<file path="config.mk">
export PLATFORM = sky130hd
export DESIGN_NAME = reg_write_arbiter
export DESIGN_NICKNAME = d
export VERILOG_FILES = /design/src/rtl/reg_arb_pkg.sv /design/src/rtl/rr_priority_picker.sv /design/src/rtl/reg_write_arbiter.sv
export SDC_FILE = /design/constraint.sdc
export NUM_CORES = 1
export LEC_CHECK = 0
export CORE_MARGIN = 4
export CORE_UTILIZATION = 46
export DETAILED_ROUTE_END_ITERATION = 8
export PLACE_DENSITY = 0.82
export SETUP_SLACK_MARGIN = 0.02
export SLEW_MARGIN = 25
export SYNTH_ARGS = -nofsm -noshare
export SYNTH_HDL_FRONTEND = slang
export SYNTH_SLANG_ARGS = --single-unit
export TNS_END_PERCENT = 100
</file>
<file path="constraint.sdc">
create_clock -name clk -period 8.22 [get_ports clk]
set_input_delay 1.644 -clock clk [delete_from_list [all_inputs] [get_ports clk]]
set_output_delay 1.644 -clock clk [all_outputs]
set_load 0.01 [all_outputs]
</file>
<file path="src/rtl/reg_arb_pkg.sv">
// Shared types and defaults for the register write arbiter.
// Holds the FSM state enum and width helpers.
package reg_arb_pkg;

  localparam int DATA_W_DEF      = 8;
  localparam int NUM_REQ_DEF     = 4;
  localparam int HOLD_CYCLES_DEF = 2;

  typedef enum logic [1:0] {
    IDLE,
    WRITE,
    COOLDOWN
  } arb_state_e;

  function automatic int idx_w(input int n);
    return (n < 2) ? 1 : $clog2(n);
  endfunction

  function automatic int cnt_w(input int hold);
    return (hold < 1) ? 1 : $clog2(hold + 1);
  endfunction

endpackage

</file>
<file path="src/rtl/rr_priority_picker.sv">
// Round-robin winner search: first set req bit at or
// after ptr, scanning upward with wrap.
module rr_priority_picker
  import reg_arb_pkg::*;
#(
  parameter int NUM_REQ = NUM_REQ_DEF,
  parameter int IW      = idx_w(NUM_REQ)
) (
  input  logic [NUM_REQ-1:0] req,
  input  logic [IW-1:0]      ptr,
  output logic [IW-1:0]      winner,
  output logic               valid
);

  logic [NUM_REQ-1:0] rot;
  logic [IW:0]        off;
  logic [IW:0]        sum;

  always_comb begin
    rot = (req >> ptr) | (req << (NUM_REQ - int'(ptr)));
    off = '0;
    // Descending scan so the smallest offset wins.
    for (int k = NUM_REQ - 1; k >= 0; k--) begin
      if (rot[k]) off = (IW+1)'(k);
    end
    sum = {1'b0, ptr} + off;
    if (sum >= (IW+1)'(NUM_REQ)) sum = sum - (IW+1)'(NUM_REQ);
    winner = sum[IW-1:0];
    valid  = |req;
  end

endmodule

</file>
<file path="src/rtl/reg_write_arbiter.sv">
// Round-robin arbiter granting one requester at a time
// write access to a shared register, with post-write cooldown.
module reg_write_arbiter
  import reg_arb_pkg::*;
#(
  parameter int DATA_W      = DATA_W_DEF,
  parameter int NUM_REQ     = NUM_REQ_DEF,
  parameter int HOLD_CYCLES = HOLD_CYCLES_DEF
) (
  input  logic                      clk,
  input  logic                      rst_n,
  input  logic [NUM_REQ-1:0]        req,
  input  logic [NUM_REQ*DATA_W-1:0] wdata,
  input  logic                      clr,
  output logic [NUM_REQ-1:0]        gnt,
  output logic [DATA_W-1:0]         q,
  output logic                      wr_done,
  output logic                      busy
);

  localparam int IW = idx_w(NUM_REQ);
  localparam int CW = cnt_w(HOLD_CYCLES);

  arb_state_e         state_q, state_d;
  logic [IW-1:0]      sel_q, sel_d;
  logic [IW-1:0]      ptr_q, ptr_d;
  logic [CW-1:0]      cnt_q, cnt_d;
  logic [NUM_REQ-1:0] gnt_d;
  logic [DATA_W-1:0]  q_d;
  logic               wr_done_d;
  logic [IW-1:0]      win;
  logic               win_v;
  logic [DATA_W-1:0]  lane;

  rr_priority_picker #(
    .NUM_REQ (NUM_REQ),
    .IW      (IW)
  ) u_pick (
    .req    (req),
    .ptr    (ptr_q),
    .winner (win),
    .valid  (win_v)
  );

  assign lane = wdata[int'(sel_q)*DATA_W +: DATA_W];
  assign busy = (state_q != IDLE);

  always_comb begin
    state_d   = state_q;
    sel_d     = sel_q;
    ptr_d     = ptr_q;
    cnt_d     = cnt_q;
    gnt_d     = gnt;
    q_d       = q;
    wr_done_d = 1'b0;
    unique case (state_q)
      IDLE: begin
        if (win_v) begin
          sel_d   = win;
          gnt_d   = NUM_REQ'(1) << win;
          state_d = WRITE;
        end
      end
      WRITE: begin
        gnt_d     = '0;
        q_d       = lane;
        wr_done_d = 1'b1;
        ptr_d     = (sel_q == IW'(NUM_REQ - 1)) ? '0 : sel_q + 1'b1;
        if (HOLD_CYCLES == 0) begin
          state_d = IDLE;
        end else begin
          state_d = COOLDOWN;
          cnt_d   = CW'(HOLD_CYCLES);
        end
      end
      COOLDOWN: begin
        if (cnt_q <= CW'(1)) state_d = IDLE;
        else                 cnt_d   = cnt_q - 1'b1;
      end
      default: state_d = IDLE;
    endcase
    // Clear overrides any write landing on the same edge.
    if (clr) begin
      q_d       = '0;
      wr_done_d = 1'b0;
    end
  end

  always_ff @(posedge clk or negedge rst_n) begin
    if (!rst_n) begin
      state_q <= IDLE;
      sel_q   <= '0;
      ptr_q   <= '0;
      cnt_q   <= '0;
      gnt     <= '0;
      q       <= '0;
      wr_done <= 1'b0;
    end else begin
      state_q <= state_d;
      sel_q   <= sel_d;
      ptr_q   <= ptr_d;
      cnt_q   <= cnt_d;
      gnt     <= gnt_d;
      q       <= q_d;
      wr_done <= wr_done_d;
    end
  end

endmodule

</file>
# After elaboration in Yosys (flattened, before gate mapping)

Index checks and enable logic that the tools add are counted.

$add $sub $neg: 5
Magnitude comparators: 2
Equal/unequal tests: 6
Shift-type cells: 4
Muxes and demuxes: 17
Bitwise operators: 1
Reductions and logical operators: 10

Operators by type and width:

| operator              | count |
|---|---|
| $shiftx A32 B6 Y8     | 1 |
| $shl A4 B32 Y4        | 1 |
| $mux W2               | 9 |
| $mux W8               | 2 |
| $pmux W4 S2           | 1 |
| $reduce_and A2 Y1     | 4 |
| $reduce_bool A2 Y1    | 4 |
| $pmux W2 S3           | 1 |
| $eq A2 B2 Y1 const B  | 2 |
| $mux W4               | 1 |
| $ne A2 B2 Y1 const B  | 2 |
| $or A4 B4 Y4          | 1 |
| $pmux W2 S2           | 1 |
| $reduce_or A4 Y1      | 1 |
| $shl A1 B2 Y4 const A | 1 |
| $shr A4 B2 Y4         | 1 |
| $sub A2 B1 Y2 const B | 2 |
| $sub A3 B2 Y4 const A | 1 |
| $add A2 B2 Y3         | 1 |
| $ge A3 B3 Y1 const B  | 1 |
| $add A2 B1 Y2 const B | 1 |
| $eq A2 B1 Y1 const B  | 1 |
| $le A2 B1 Y1 const B  | 1 |
| $logic_not A2 Y1      | 1 |
| 2 further kinds       | 3 |

Flip-flop bits (word level): 21
Input port bits: 39
Output and inout bits: 14
Logic and storage cells: 52

# Longest topological paths before layout

Word-level depth: 13
Mapped depth: 12
Mapped depth without buffers: 11

# Modules after synthesis

A second synthesis with hierarchy kept.

Cells, all modules: 115
Area, all modules: 1341.3 um^2

Modules (own cells, without submodules):

| module             | times used | cells an instance | area an instance (um^2) | sequential area each (um^2) |
|---|---|---|---|---|
| reg_write_arbiter  | 1          | 84                | 1072.3                  | 525.5 |
| rr_priority_picker | 1          | 31                | 269.0                   | 0.0 |

# Worst setup path after synthesis

No wires, ideal clock.

Path type: input port to flip-flop
From: in req[1]
To: reg sel_q[1]
Setup time: 0.125 ns
Arrival time: 3.166 ns
Data required time: 8.095 ns
Slack: 4.929 ns
Stages on the path: 9
Path buffers: 0
Path through: nor4bb_1 -> a31o_1 -> mux2_2 -> o211ai_1 -> a31oi_1 -> ha_1 -> xor2_1 -> xnor2_2 -> mux2_2

Word-level cells in the longest chain between the ends: 9
Elaborated cells between the ends (all ways): 13
Classes of those cells: 2 x add/sub; 1 x order compare; 2 x shift; 5 x mux; 1 x bitwise; 2 x reduce/logical

RTL lines:

| what                                                   | RTL line                 | source |
|---|---|---|
| start: declaration                                     | reg_write_arbiter.sv:12  | `input logic [NUM_REQ-1:0] req,` |
| $shl A4 B32 Y4 / $shr A4 B2 Y4 (equally long branches) | rr_priority_picker.sv:20 | `rot = (req >> ptr) \| (req << (NUM_REQ - int'(ptr)));` |
| $or A4 B4 Y4                                           | rr_priority_picker.sv:20 |  |
| $mux W2 (4 in series)                                  | rr_priority_picker.sv:24 | `if (rot[k]) off = (IW+1)'(k);` |
| $add A2 B2 Y3                                          | rr_priority_picker.sv:26 | `sum = {1'b0, ptr} + off;` |
| $ge A3 B3 Y1 / $sub A2 B1 Y2 (equally long branches)   | rr_priority_picker.sv:27 | `if (sum >= (IW+1)'(NUM_REQ)) sum = sum - (IW+1)'(NUM_REQ);` |
| $mux W2                                                | rr_priority_picker.sv:27 |  |
| end signal: assignment                                 | reg_write_arbiter.sv:100 | `sel_q <= sel_d;` |
| end: declaration                                       | reg_write_arbiter.sv:25  | `logic [IW-1:0] sel_q, sel_d;` |

Several ways; a longest one is shown, not always the timed one.
A chain may end at the register's enable or synchronous reset.

# Worst setup path after layout

Ends and elaborated chain as after synthesis.

==> results.md <==
- Worst-case clock skew: 5.34 ps
- Initial core utilization: 0.479
- Final WL: 3.35 mm
- Hold Vio Cnt, Final: 0
- GRT overflow: 0
- Max-slew violation count: 0
- Placed cell area: 1840 um^2
- Most used DFF post-synth: dfrtp_1
- Gp weighted congestion: 0.763
- Diodes inserted: 0
- CP required: 8420 ps
- Die height: 61.6 um
- CP max stage cell: clkdlybuf4s50_1
- Post-synthesis sequential area ratio: 0.398
- DRC viols: 0
- RSZ-0062 raised after global routing: false
- Initial DRC count: 59
- Reg clk slew, reported paths: 110 ps
- Startpoint Class: input pin
- Clk_lat worst skew: 310 ps
- Via count: 1199
- Core footprint: 2760 um^2
- Vias in the first global route: 1189
- Syn Nets: 169
- First-pass GRT wire length: 5.22 mm
- Crit path cell chain: clkdlybuf4s50_1 > nor4bb_1 > a31o_1 > mux2_2 > o211ai_1 > a31oi_1 > ha_1 > xor2_1 > xnor2_2 > mux2_2
- R2R setup slack: 5060 ps
- Synth Instances: 126
- FP Rows: 19
- Synth Area per Inst: 10.5 um^2
- Setup bufs post-CTS: 0
- Largest net degree at the start of global routing: 22
- # port buffers: 52
- Max incr delay on CP: 600 ps
- Area growth from synthesis to layout: 41.4%
- Crit path max fanout: 7
- DRT antenna net count: 0
- Synth warn: 0
- Min Tclk post-route: 3840 ps
- Final Power: 620 uW
- CTS resizes: 0
- Number of synthesized register bits: 21
- Peak supply drop: 0.000253 V
- Setup CP Type: in2reg
- DIE AREA: 3790 um^2
- PwrDens: 332 nW/um^2
- CP bufs+invs: 1
- Rel. slew slack: 0.392
- Final setup violating endpoints: 0
- Final hold slack: 511 ps
- Post-Syn Area: 1320 um^2
- TritonCTS Buffers: 3
- Cell taking the most area after synthesis: dfrtp_1
- Worst hold-check path type: reg2reg
- Post-Layout Inst Area: 1870 um^2
- CTS tree: yes
- Average wire per cell in the routed design: 16.3 um
- Most used cell, CP: mux2_2
- I/O Pins: 53
- Clock Root Buffer: clkbuf_4
- Vias per inst: 5.82
- Max Freq: 0.261 GHz
- H-tree levels: 1
- Cts-stage hold buffer count: 0
- CP arrival: 4040 ps
- Total negative slack: 0 ps
- Top post-synthesis cells by area: dfrtp_1 (40%), mux4_2 (14%), nand2_1 (7.1%), a21oi_1 (4.2%), ha_1 (3.8%)
- Worst-Margin Slew: 909 ps
- Ratio of cells with drive above 1 in the final layout: 0.114
- Top-area cell type share of the netlist area: 0.398
- MaxCap Viol Count: 0
- Initial antenna violation count: 0
- Synth unique cells: 39
- CTS max path bufs: 2
- Die width: 61.6 um
- Clock sink count: 21
- Hpwl dp: 2.71 mm
- Cell family with most CP delay: buffers and inverters
- Leak: 0.764 nW
- CP Capture Type: register
- Status: finished, final reports clean
- Drt first pass iters: 4
- Total track usage: 0.187
- Final net count: 219
- Post-synth EDFFs: 0
- Asr flop ratio synth: 1.00
- Post-route clock period utilization: 0.467
where the power goes:
| part | internal (mW) | leakage (nW) | switching, mW |
|---|---|---|---|
| logic | 0.198 | 0.476 | 0.172 |
| registers | 0.142 | 0.274 | 0.0579 |
| clock network | 0.0189 | 0.0150 | 0.0319 |
| total | 0.359 | 0.764 | 0.261 |
cells in the mapped netlist (2+ instances only):
master,instances
mux2_2,3
clkbuf_1,3
nand2_1,25
inv_1,5
a31oi_1,3
o21ai_0,3
mux4_2,8
nor2_1,6
o21ai_1,5
a32o_1,2
a21oi_1,11
ha_1,4
dfrtp_1,21
or3_1,2
placed cells by master (no fill, tap or decap), drive strengths merged:
master / netlist / layout
xnor2: 1 / 1
or3: 2 / 2
or3b: 1 / 1
nand2: 25 / 25
a221oi: 1 / 1
a32o: 3 / 3
mux2: 3 / 3
ha: 4 / 4
o211ai: 1 / 1
o41ai: 1 / 1
inv: 5 / 5
nand3b: 1 / 1
nor4b: 1 / 1
clkbuf: 3 / 4
dfrtp: 21 / 21
a31oi: 3 / 3
o221ai: 1 / 1
o21a: 1 / 1
a21o: 1 / 1
clkdlybuf4s50: 0 / 52
o2111ai: 1 / 1
nor4bb: 1 / 1
a21oi: 11 / 11
a31o: 1 / 1
xor2: 1 / 1
mux4: 8 / 8
nor4: 1 / 1
or2: 1 / 1
nand4bb: 1 / 1
nor2: 6 / 6
nand2b: 1 / 1
o21ai: 8 / 8
mux2i: 2 / 2
logic make-up after synthesis:
| group | share of synthesized area |
|---|---|
| AND/OR/NAND/NOR | 0.152 |
| AO/OA/AOI/OAI | 0.170 |
| flip-flops | 0.398 |
| multiplexers | 0.180 |
| buffers and inverters | 0.0436 |
| adder cells (fa/ha/maj) | 0.0379 |
| XOR/XNOR | 0.0189 |
through the flow:
stage,util,std cells,setup slack [ps]
6_report,0.677,206,4380
5_1_grt,0.677,206,4300
4_1_cts,0.677,206,4440
3_5_place_dp,0.668,202,4090
3_3_place_gp,0.668,202,4280
2_1_floorplan,-,126,4930
layout make-up:
class	count	area (um^2)
Sequential cell	21	526
Multi-Input combinational cell	93	738
Timing Repair Buffer	52	520
Inverter	5	18.8
Fill cell	225	890
Clock buffer	4	26.3
Tap cell	31	38.8
worst paths after layout:
path                       cells past startpoint      from       end
max                                           10    req[1]  sel_q[1]
min                                            2    gnt[1]    gnt[1]
max reg2reg                                   11  ptr_q[0]  sel_q[1]
min reg2reg                                    2    gnt[1]    gnt[1]
max in group asynchronous                      1     rst_n  ptr_q[1]
min in group asynchronous                      1     rst_n      q[7]
registers in the layout, indices dropped and copies added (netlist names):
name	cells
wr_done	1
q	8
gnt	4
sel_q	2
ptr_q	2
cnt_q	2
state_q	2
tightest hold or removal path: stages, from the launching register on:
cell and delay, ps:
dfrtp_1 360, nand2_1 50, o21ai_1 70
layer usage:
metal,share of wire,track usage,up-vias,wire (um)
met2,0.57,0.347,46,1930
met5,0,0,-,0
met4,0.010,0.0636,0,34
met1,0.36,0.225,586,1210
li1,-,-,563,-
met3,0.054,0.0168,4,180
(Power assumes the default switching activity.)
